--- src/rtl/wishbone_controller_pkg.sv ---
// Shared types for the Wishbone initiator: completion status and controller FSM states.
package wishbone_controller_pkg;

    typedef enum logic [1:0] {
        WB_OK              = 2'd0,
        WB_ERR             = 2'd1,
        WB_RETRY_EXHAUSTED = 2'd2,
        WB_TIMEOUT         = 2'd3
    } wb_status_t;

    typedef enum logic [2:0] {
        ST_IDLE,
        ST_REQUEST,
        ST_WAIT,
        ST_GAP,
        ST_RESPOND
    } wb_ctrl_state_t;

endpackage

--- src/rtl/wishbone_controller_if.sv ---
// Wishbone pipelined bus bundle; signal suffixes are from the initiator's point of view.
interface wishbone #(
    parameter int ADDR_WIDTH = 32,
    parameter int DATA_WIDTH = 32
);
    localparam int SEL_WIDTH = DATA_WIDTH / 8;

    logic                  cyc_o;
    logic                  stb_o;
    logic                  we_o;
    logic [ADDR_WIDTH-1:0] adr_o;
    logic [DATA_WIDTH-1:0] dat_o;
    logic [SEL_WIDTH-1:0]  sel_o;
    logic [DATA_WIDTH-1:0] dat_i;
    logic                  ack_i;
    logic                  err_i;
    logic                  rty_i;
    logic                  stall_i;

    modport controller (
        output cyc_o, stb_o, we_o, adr_o, dat_o, sel_o,
        input  dat_i, ack_i, err_i, rty_i, stall_i
    );

    modport master (
        output cyc_o, stb_o, we_o, adr_o, dat_o, sel_o,
        input  dat_i, ack_i, err_i, rty_i, stall_i
    );

    modport slave (
        input  cyc_o, stb_o, we_o, adr_o, dat_o, sel_o,
        output dat_i, ack_i, err_i, rty_i, stall_i
    );

endinterface

--- src/rtl/wishbone_controller_timeout.sv ---
// Watchdog for one bus attempt: counts enabled cycles and flags the last allowed one.
module wb_timeout_counter #(
    parameter int TIMEOUT_CYCLES = 255
) (
    input  logic clk_i,
    input  logic rst_i,
    input  logic clear,
    input  logic enable,
    output logic expired
);
    localparam int CW = $clog2(TIMEOUT_CYCLES + 1);
    localparam logic [CW-1:0] LAST = CW'(TIMEOUT_CYCLES - 1);

    logic [CW-1:0] count;

    // expired is raised during the TIMEOUT_CYCLES-th enabled cycle so the FSM leaves on that edge
    assign expired = enable && (count == LAST);

    always_ff @(posedge clk_i or posedge rst_i) begin
        if (rst_i) begin
            count <= '0;
        end else if (clear) begin
            count <= '0;
        end else if (enable && !expired) begin
            count <= count + CW'(1);
        end
    end

endmodule

--- src/rtl/wishbone_controller.sv ---
// Single-outstanding Wishbone pipelined initiator bridging a valid/ready request port to the bus,
// with stall handling, err/ack/rty termination, bounded retry and a watchdog timeout.
module wishbone_controller
    import wishbone_controller_pkg::*;
#(
    parameter int  ADDR_WIDTH     = 32,
    parameter int  DATA_WIDTH     = 32,
    parameter int  TIMEOUT_CYCLES = 255,
    parameter int  MAX_RETRIES    = 3,
    localparam int SEL_WIDTH      = DATA_WIDTH / 8
) (
    input  logic                  clk_i,
    input  logic                  rst_i,
    input  logic                  req_valid,
    output logic                  req_ready,
    input  logic                  req_we,
    input  logic [ADDR_WIDTH-1:0] req_addr,
    input  logic [DATA_WIDTH-1:0] req_data,
    input  logic [SEL_WIDTH-1:0]  req_sel,
    output logic                  rsp_valid,
    input  logic                  rsp_ready,
    output logic [DATA_WIDTH-1:0] rsp_data,
    output wb_status_t            rsp_status,
    wishbone.controller           wb
);
    localparam int RW = $clog2(MAX_RETRIES + 2);
    localparam logic [RW-1:0] RETRY_LIMIT = RW'(MAX_RETRIES);

    wb_ctrl_state_t        state, state_next;
    wb_status_t            term_status;
    logic [DATA_WIDTH-1:0] term_data;

    logic                  we_q;
    logic [ADDR_WIDTH-1:0] adr_q;
    logic [DATA_WIDTH-1:0] dat_q;
    logic [SEL_WIDTH-1:0]  sel_q;
    logic [RW-1:0]         retries;

    logic cyc, stb, on_bus, expired;

    wb_timeout_counter #(
        .TIMEOUT_CYCLES(TIMEOUT_CYCLES)
    ) u_timeout (
        .clk_i   (clk_i),
        .rst_i   (rst_i),
        .clear   (!on_bus),
        .enable  (on_bus),
        .expired (expired)
    );

    always_ff @(posedge clk_i or posedge rst_i) begin
        if (rst_i) begin
            state <= ST_IDLE;
        end else begin
            state <= state_next;
        end
    end

    always_comb begin
        state_next  = state;
        term_status = WB_OK;
        term_data   = '0;
        case (state)
            ST_IDLE: begin
                if (req_valid) state_next = ST_REQUEST;
            end
            ST_REQUEST: begin
                if (expired) begin
                    state_next  = ST_RESPOND;
                    term_status = WB_TIMEOUT;
                end else if (!wb.stall_i) begin
                    state_next = ST_WAIT;
                end
            end
            ST_WAIT: begin
                // a termination in the expiring cycle still takes precedence over the timeout
                if (wb.err_i) begin
                    state_next  = ST_RESPOND;
                    term_status = WB_ERR;
                end else if (wb.ack_i) begin
                    state_next  = ST_RESPOND;
                    term_status = WB_OK;
                    term_data   = we_q ? '0 : wb.dat_i;
                end else if (wb.rty_i) begin
                    if (retries < RETRY_LIMIT) begin
                        state_next = ST_GAP;
                    end else begin
                        state_next  = ST_RESPOND;
                        term_status = WB_RETRY_EXHAUSTED;
                    end
                end else if (expired) begin
                    state_next  = ST_RESPOND;
                    term_status = WB_TIMEOUT;
                end
            end
            ST_GAP: begin
                state_next = ST_REQUEST;
            end
            ST_RESPOND: begin
                if (rsp_ready) state_next = ST_IDLE;
            end
            default: begin
                state_next = ST_IDLE;
            end
        endcase
    end

    always_comb begin
        cyc       = (state == ST_REQUEST) || (state == ST_WAIT);
        stb       = (state == ST_REQUEST);
        on_bus    = cyc;
        rsp_valid = (state == ST_RESPOND);
        req_ready = (state == ST_IDLE) && !rst_i;
    end

    always_ff @(posedge clk_i or posedge rst_i) begin
        if (rst_i) begin
            we_q       <= 1'b0;
            adr_q      <= '0;
            dat_q      <= '0;
            sel_q      <= '0;
            retries    <= '0;
            rsp_data   <= '0;
            rsp_status <= WB_OK;
        end else begin
            if (state == ST_IDLE && req_valid) begin
                we_q    <= req_we;
                adr_q   <= req_addr;
                dat_q   <= req_data;
                sel_q   <= req_sel;
                retries <= '0;
            end
            if (state == ST_WAIT && state_next == ST_GAP) begin
                retries <= retries + RW'(1);
            end
            if (state != ST_RESPOND && state_next == ST_RESPOND) begin
                rsp_data   <= term_data;
                rsp_status <= term_status;
            end
        end
    end

    assign wb.cyc_o = cyc;
    assign wb.stb_o = stb;
    assign wb.we_o  = we_q;
    assign wb.adr_o = adr_q;
    assign wb.dat_o = dat_q;
    assign wb.sel_o = sel_q;

endmodule

--- src/flat_wrapper.sv ---
// flat-port wrapper written by rule: the top's interface ports become plain ports
module wishbone_controller_flat import wishbone_controller_pkg::*;
#(
    parameter int  ADDR_WIDTH     = 32,
    parameter int  DATA_WIDTH     = 32,
    parameter int  TIMEOUT_CYCLES = 255,
    parameter int  MAX_RETRIES    = 3,
    localparam int SEL_WIDTH      = DATA_WIDTH / 8
)
  (clk_i, rst_i, req_valid, req_ready, req_we, req_addr, req_data, req_sel, rsp_valid, rsp_ready, rsp_data, rsp_status, wb_cyc_o, wb_stb_o, wb_we_o, wb_adr_o, wb_dat_o, wb_sel_o, wb_dat_i, wb_ack_i, wb_err_i, wb_rty_i, wb_stall_i);
  wishbone #(.ADDR_WIDTH(ADDR_WIDTH), .DATA_WIDTH(DATA_WIDTH)) wb_i ();
  input  logic clk_i;
  input  logic rst_i;
  input  logic req_valid;
  output logic req_ready;
  input  logic req_we;
  input  logic [ADDR_WIDTH-1:0] req_addr;
  input  logic [DATA_WIDTH-1:0] req_data;
  input  logic [SEL_WIDTH-1:0] req_sel;
  output logic rsp_valid;
  input  logic rsp_ready;
  output logic [DATA_WIDTH-1:0] rsp_data;
  output wb_status_t rsp_status;
  output wire logic [$bits(wb_i.cyc_o)-1:0] wb_cyc_o;
  output wire logic [$bits(wb_i.stb_o)-1:0] wb_stb_o;
  output wire logic [$bits(wb_i.we_o)-1:0] wb_we_o;
  output wire logic [$bits(wb_i.adr_o)-1:0] wb_adr_o;
  output wire logic [$bits(wb_i.dat_o)-1:0] wb_dat_o;
  output wire logic [$bits(wb_i.sel_o)-1:0] wb_sel_o;
  input wire logic [$bits(wb_i.dat_i)-1:0] wb_dat_i;
  input wire logic [$bits(wb_i.ack_i)-1:0] wb_ack_i;
  input wire logic [$bits(wb_i.err_i)-1:0] wb_err_i;
  input wire logic [$bits(wb_i.rty_i)-1:0] wb_rty_i;
  input wire logic [$bits(wb_i.stall_i)-1:0] wb_stall_i;
  assign wb_cyc_o = wb_i.cyc_o;
  assign wb_stb_o = wb_i.stb_o;
  assign wb_we_o = wb_i.we_o;
  assign wb_adr_o = wb_i.adr_o;
  assign wb_dat_o = wb_i.dat_o;
  assign wb_sel_o = wb_i.sel_o;
  assign wb_i.dat_i = wb_dat_i;
  assign wb_i.ack_i = wb_ack_i;
  assign wb_i.err_i = wb_err_i;
  assign wb_i.rty_i = wb_rty_i;
  assign wb_i.stall_i = wb_stall_i;
  wishbone_controller #(.ADDR_WIDTH(ADDR_WIDTH), .DATA_WIDTH(DATA_WIDTH), .TIMEOUT_CYCLES(TIMEOUT_CYCLES), .MAX_RETRIES(MAX_RETRIES)) u_core (.clk_i(clk_i), .rst_i(rst_i), .req_valid(req_valid), .req_ready(req_ready), .req_we(req_we), .req_addr(req_addr), .req_data(req_data), .req_sel(req_sel), .rsp_valid(rsp_valid), .rsp_ready(rsp_ready), .rsp_data(rsp_data), .rsp_status(rsp_status), .wb(wb_i));
endmodule
--- config.mk ---
export PLATFORM = sky130hd
export DESIGN_NAME = wishbone_controller_flat
export DESIGN_NICKNAME = d
export VERILOG_FILES = /design/src/rtl/wishbone_controller_pkg.sv /design/src/rtl/wishbone_controller_if.sv /design/src/rtl/wishbone_controller_timeout.sv /design/src/rtl/wishbone_controller.sv /design/src/flat_wrapper.sv
export SDC_FILE = /design/constraint.sdc
export NUM_CORES = 1
export LEC_CHECK = 0
export BUFFER_PORTS_ARGS = -buffer_cell sky130_fd_sc_hd__buf_2
export CAP_MARGIN = 5
export CORE_MARGIN = 1.5
export CORE_UTILIZATION = 50
export DETAILED_ROUTE_END_ITERATION = 7
export HOLD_SLACK_MARGIN = 0.1
export PLACE_DENSITY_LB_ADDON = 0.15
export SLEW_MARGIN = 20
export SYNTH_ARGS = -nofsm -noshare
export SYNTH_HDL_FRONTEND = slang
export SYNTH_SLANG_ARGS = --single-unit
export TNS_END_PERCENT = 5
--- constraint.sdc ---
create_clock -name clk_i -period 5.7 [get_ports clk_i]
set_input_delay 1.14 -clock clk_i [delete_from_list [all_inputs] [get_ports clk_i]]
set_output_delay 1.14 -clock clk_i [all_outputs]
set_load 0.01 [all_outputs]
After elaboration in Yosys (flattened, before gate mapping)
Cells that the tools add are included.

Add/subtract/negate cells: 2. Order comparisons: 1. Reduce and logical (&&, ||, !) cells: 11. Mux-type cells: 24. Eq/ne operators: 9.

Operators by type and width (number): two-way mux 32 bit (4); two-way mux 3 bit (11); two-way mux 8 bit (2); case mux 3 bit (5 select lines) (1); two-way mux 2 bit (5); == test 3 x 2 -> 1 bit, second input constant (3); adder 8 x 1 -> 8 bit, second input constant (1); == test 8 bit, second input constant (1); == test 3 bit, second input constant (2); logical AND 1 bit (6); case mux 2 bit (2 select lines) (1); adder 3 x 1 -> 3 bit, second input constant (1); == test 3 x 1 -> 1 bit, second input constant (1); zero test 3 bit (1); less-than comparator 3 x 2 -> 1 bit, second input constant (1); != test 3 bit, second input constant (1); zero test 1 bit (2); != test 2 x 1 -> 1 bit, second input constant (1); nonzero test 2 bit (1); logical OR 1 bit (1).

Output and inout port bits: 107. Register bits: 117. Bits of input ports: 109. Word-level logic and storage cells: 56.

Longest topological paths before layout
Word-level depth: 11. Mapped depth: 7. Gate-level depth less buffers: 6.

Modules after synthesis
From an unflattened synthesis, not the netlist that was laid out.

Cell total of the unflattened synthesis: 329. Area total of the unflattened synthesis: 4719.5 um2.

Modules (own cells, without submodules): wishbone_controller (area each 4220.3 um2, sequential area each 2727.6 um2, cells an instance 279, instances 1); wb_timeout_counter (area each 499.2 um2, sequential area each 200.2 um2, cells an instance 50, instances 1).

Least setup slack after synthesis
No wires, ideal clock.

Kind: input-to-output. Start: input port rst_i. End: output port req_ready. Data required time: 4560 ps. Setup slack: 3067 ps. Stages on the path: 1. Arrival: 1493 ps. Cells stage by stage: nor4_1.

Cells in the longest elaborated chain, start to end: 2.

RTL lines: start: declaration (line flat_wrapper.sv:13) `input logic rst_i;`; zero test 1 bit (no source line); logical AND 1 bit (line wishbone_controller.sv:113) `req_ready = (state == ST_IDLE) && !rst_i;`; end: declaration (line flat_wrapper.sv:15) `output logic req_ready;`.

No other way between the ends.

Final worst setup path
Start: register u_core.state[0]. End: output port wb_cyc_o.

Cells in the longest elaborated chain, start to end: 2.

RTL lines: start: declaration (line wishbone_controller.sv:29) `wb_ctrl_state_t state, state_next;`; start signal: assignment (line wishbone_controller.sv:55) `state <= state_next;`; == test 3 x 1 -> 1 bit / == test 3 x 2 -> 1 bit (equally long branches) (line wishbone_controller.sv:109) `cyc = (state == ST_REQUEST) || (state == ST_WAIT);`; logical OR 1 bit * (line wishbone_controller.sv:109); end: declaration (line flat_wrapper.sv:24) `output wire logic [$bits(wb_i.cyc_o)-1:0] wb_cyc_o;`.

Mark *: on every way between the ends. The rest lies on a longest branch, timed or not.

==> impl_metrics.tcl <==
set metrics [dict create \
    status "completed" \
    grt_pass1_vias 3941 \
    path_max_fanout 10 \
    synth-main-ff-cell "dfrtp_1" \
    holdBufCountCts 0 \
    ys_seq_area_frac 0.619 \
    finalHoldViolCount 0 \
    utilization 0.698 \
    async_flop_share 1.00 \
    drive_gt1_frac 0.387 \
    reg2reg_to "u_core.rsp_status[1]" \
    synth.top_cells.by_area "dfrtp_1 (62%), nand2_1 (17%), a22o_1 (6.1%)" \
    power.density_nw_per_um2 575 \
    grt_max_degree 79 \
    areaGrowthSynthToFinish_pct 35.7 \
    p_leak_nw 3.64 \
    io_buffers 215 \
    fin_crit_ps 3080 \
    root_buffer "clkbuf_8" \
    synth_edf_count 0 \
    drc 0 \
    post_cts_buffers 0 \
    synth_xor_area_frac 0.00925 \
    dieArea_um2 10100 \
    num_rows 35 \
    synthMostInstantiatedCell "nand2_1" \
    min-delay-start "u_core.wb.dat_o[30]" \
    tns_ps 0 \
    io-pin-count 216 \
    synth.net_count 573 \
    rr_startpoint "u_core.u_timeout.count[0]" \
    yosysTopAreaCellShare 0.619 \
    clock_latency_ps 510 \
    total_power_mw 3.69 \
    maxCapViolations 0 \
    synth_compound_area_frac 0.100 \
    routabilityCongestion 0.773 \
    setup_viol 0 \
    first_pass_iters 5 \
    cts_tree "done" \
    cp.arrival_ps 1940 \
    synthTopCellsByCount "nand2_1 (211), dfrtp_1 (117), a22o_1 (33)" \
    drt_iter0_markers 81 \
    num_antenna_cells 0 \
    crit_type "flip-flop to output pin" \
    ir_drop_mv 0.250 \
    synthCells 461 \
    clkTransAtPathRegs_ps 50 \
    grt-ovfl-total 0 \
    synth_top_family_by_area "simple AND/OR/NAND/NOR gates" \
    yosys_warnings 0 \
    hold_depth 2 \
    whs_endpoint "u_core.wb.dat_o[30]" \
    r2r_cells 6 \
    slew_violations 0 \
    grtUsageTotal 0.237 \
    finalCritPeriodShare 0.540 \
    critPathRequiredTime_ps 4560 \
    endpoint_kind "output pin" \
    die_height_um 100 \
    cts_made_buffers 17 \
    vias 4063 \
    hold_ws_ps 470 \
    yosys.area_share.simple 0.219 \
    rsz0062_at_grt "false" \
    die_w_um 100 \
    ys_types 44 \
    finalClockSkew_ps 11.1 \
    holdCritPathClass "flip-flop to flip-flop" \
    ys_ff_latch 117 \
    dpl.hpwl_mm 8.07 \
    coreArea_um2 9200 \
    ctsResizeCount 0 \
    synth_area_per_cell_um2 10.3 \
    viasPerCell 5.09 \
    yosysTopAreaCell "dfrtp_1" \
    worst-r2r-setup-slack_ps 3190 \
    antenna_found_initial 0 \
    detail_route.wl_per_cell_um 14.6 \
    maxSlewHeadroom 0.341 \
    clock-sinks 117 \
    grt_pass1_wl_mm 18.5 \
    antenna_left 0 \
    htree_levels 4 \
    synth_area_um2 4730 \
    fin_nets 786 \
    startpoint_type "flip-flop" \
    initial_core_util 0.515 \
    clockBufferDepth 2 \
    synth-adder-area-share 0.00793 \
    tightest_slew_ps 989 \
    wirelength_mm 11.7 \
    synth_mux_area_frac 0.00873 \
    fmax_mhz 325 \
]
-- critical path, stage by stage, from the launching register on --
cell	delay [ps]
dfrtp_1	550
or2b_1	350
a21o_1	320
inv_1	90
buf_2	130
-- cells by family after synthesis --
logic type / Yosys count
AND/OR/NAND/NOR: 247
flip-flops: 117
AO/OA/AOI/OAI: 55
buffers and inverters: 30
XOR/XNOR: 5
multiplexers: 4
adder cells (fa/ha/maj): 3
-- worst max-delay path by stage --
stage	from	end	slack, ps	cells after the start
finish	u_core.state[0]	wb_cyc_o	2620	4
global route	u_core.state[0]	wb_cyc_o	2490	4
CTS	u_core.state[0]	wb_cyc_o	2610	4
detailed placement	wb_ack_i	u_core.rsp_status[1]	2780	5
global placement	wb_ack_i	u_core.rsp_status[1]	2860	5
floorplan	rst_i	u_core.retries[0]	1460	1
-- sequential cells by signal (all words and copies together), names as in the netlist --
| register | count |
|---|---|
| u_core.rsp_data | 32 |
| u_core.wb.dat_o | 32 |
| u_core.wb.sel_o | 4 |
| u_core.wb.we_o | 1 |
| u_core.u_timeout.count | 8 |
| u_core.rsp_status | 2 |
| u_core.state | 3 |
| u_core.wb.adr_o | 32 |
| u_core.retries | 3 |
-- layer usage --
layer	up-vias	routed length, um	part of all wire	global-route usage
li1	1943	-	-	-
met1	1940	5000	0.43	0.287
met2	154	5550	0.48	0.386
met3	26	828	0.071	0.0787
met4	0	297	0.025	0.106
met5	-	0	0	0
-- layout make-up --
| type | count | area [um2] |
|---|---|---|
| clock inverter | 14 | 178 |
| inverter | 6 | 25.0 |
| clock buffer | 18 | 418 |
| multi-input combinational | 314 | 1640 |
| timing repair buffer | 218 | 1100 |
| sequential | 117 | 2930 |
| fill | 718 | 2770 |
| tap | 111 | 139 |
-- per-stage QoR --
stage,std cells,worst slack [ps],instance area [um2]
after global placement,766,2860,5830
after global routing,798,2490,6420
final,798,2620,6420
after detailed placement,766,2780,5830
after CTS,798,2610,6420
after floorplan,461,1460,4730
-- power breakdown --
group	switching [mW]	total [mW]	internal, mW	leakage (nW)
sequential	0.214	1.39	1.18	1.51
combinational	0.731	1.24	0.510	1.86
clock	0.389	1.06	0.669	0.278
total	1.33	3.69	2.36	3.64
-- placed cells by master (no fill, tap or decap), drive strengths merged, types with 3 or more instances in the layout --
| master | n |
|---|---|
| a21oi | 3 |
| a22o | 33 |
| buf | 218 |
| bufinv | 3 |
| clkbuf | 18 |
| clkinv | 5 |
| clkinvlp | 4 |
| dfrtp | 117 |
| ha | 3 |
| inv | 8 |
| mux2i | 3 |
| nand2 | 211 |
| nand3 | 4 |
| nor2 | 13 |
| nor3 | 7 |
| nor4 | 3 |
| o21ai | 5 |
| xor2 | 4 |
Power figures use the tool's default switching activity.
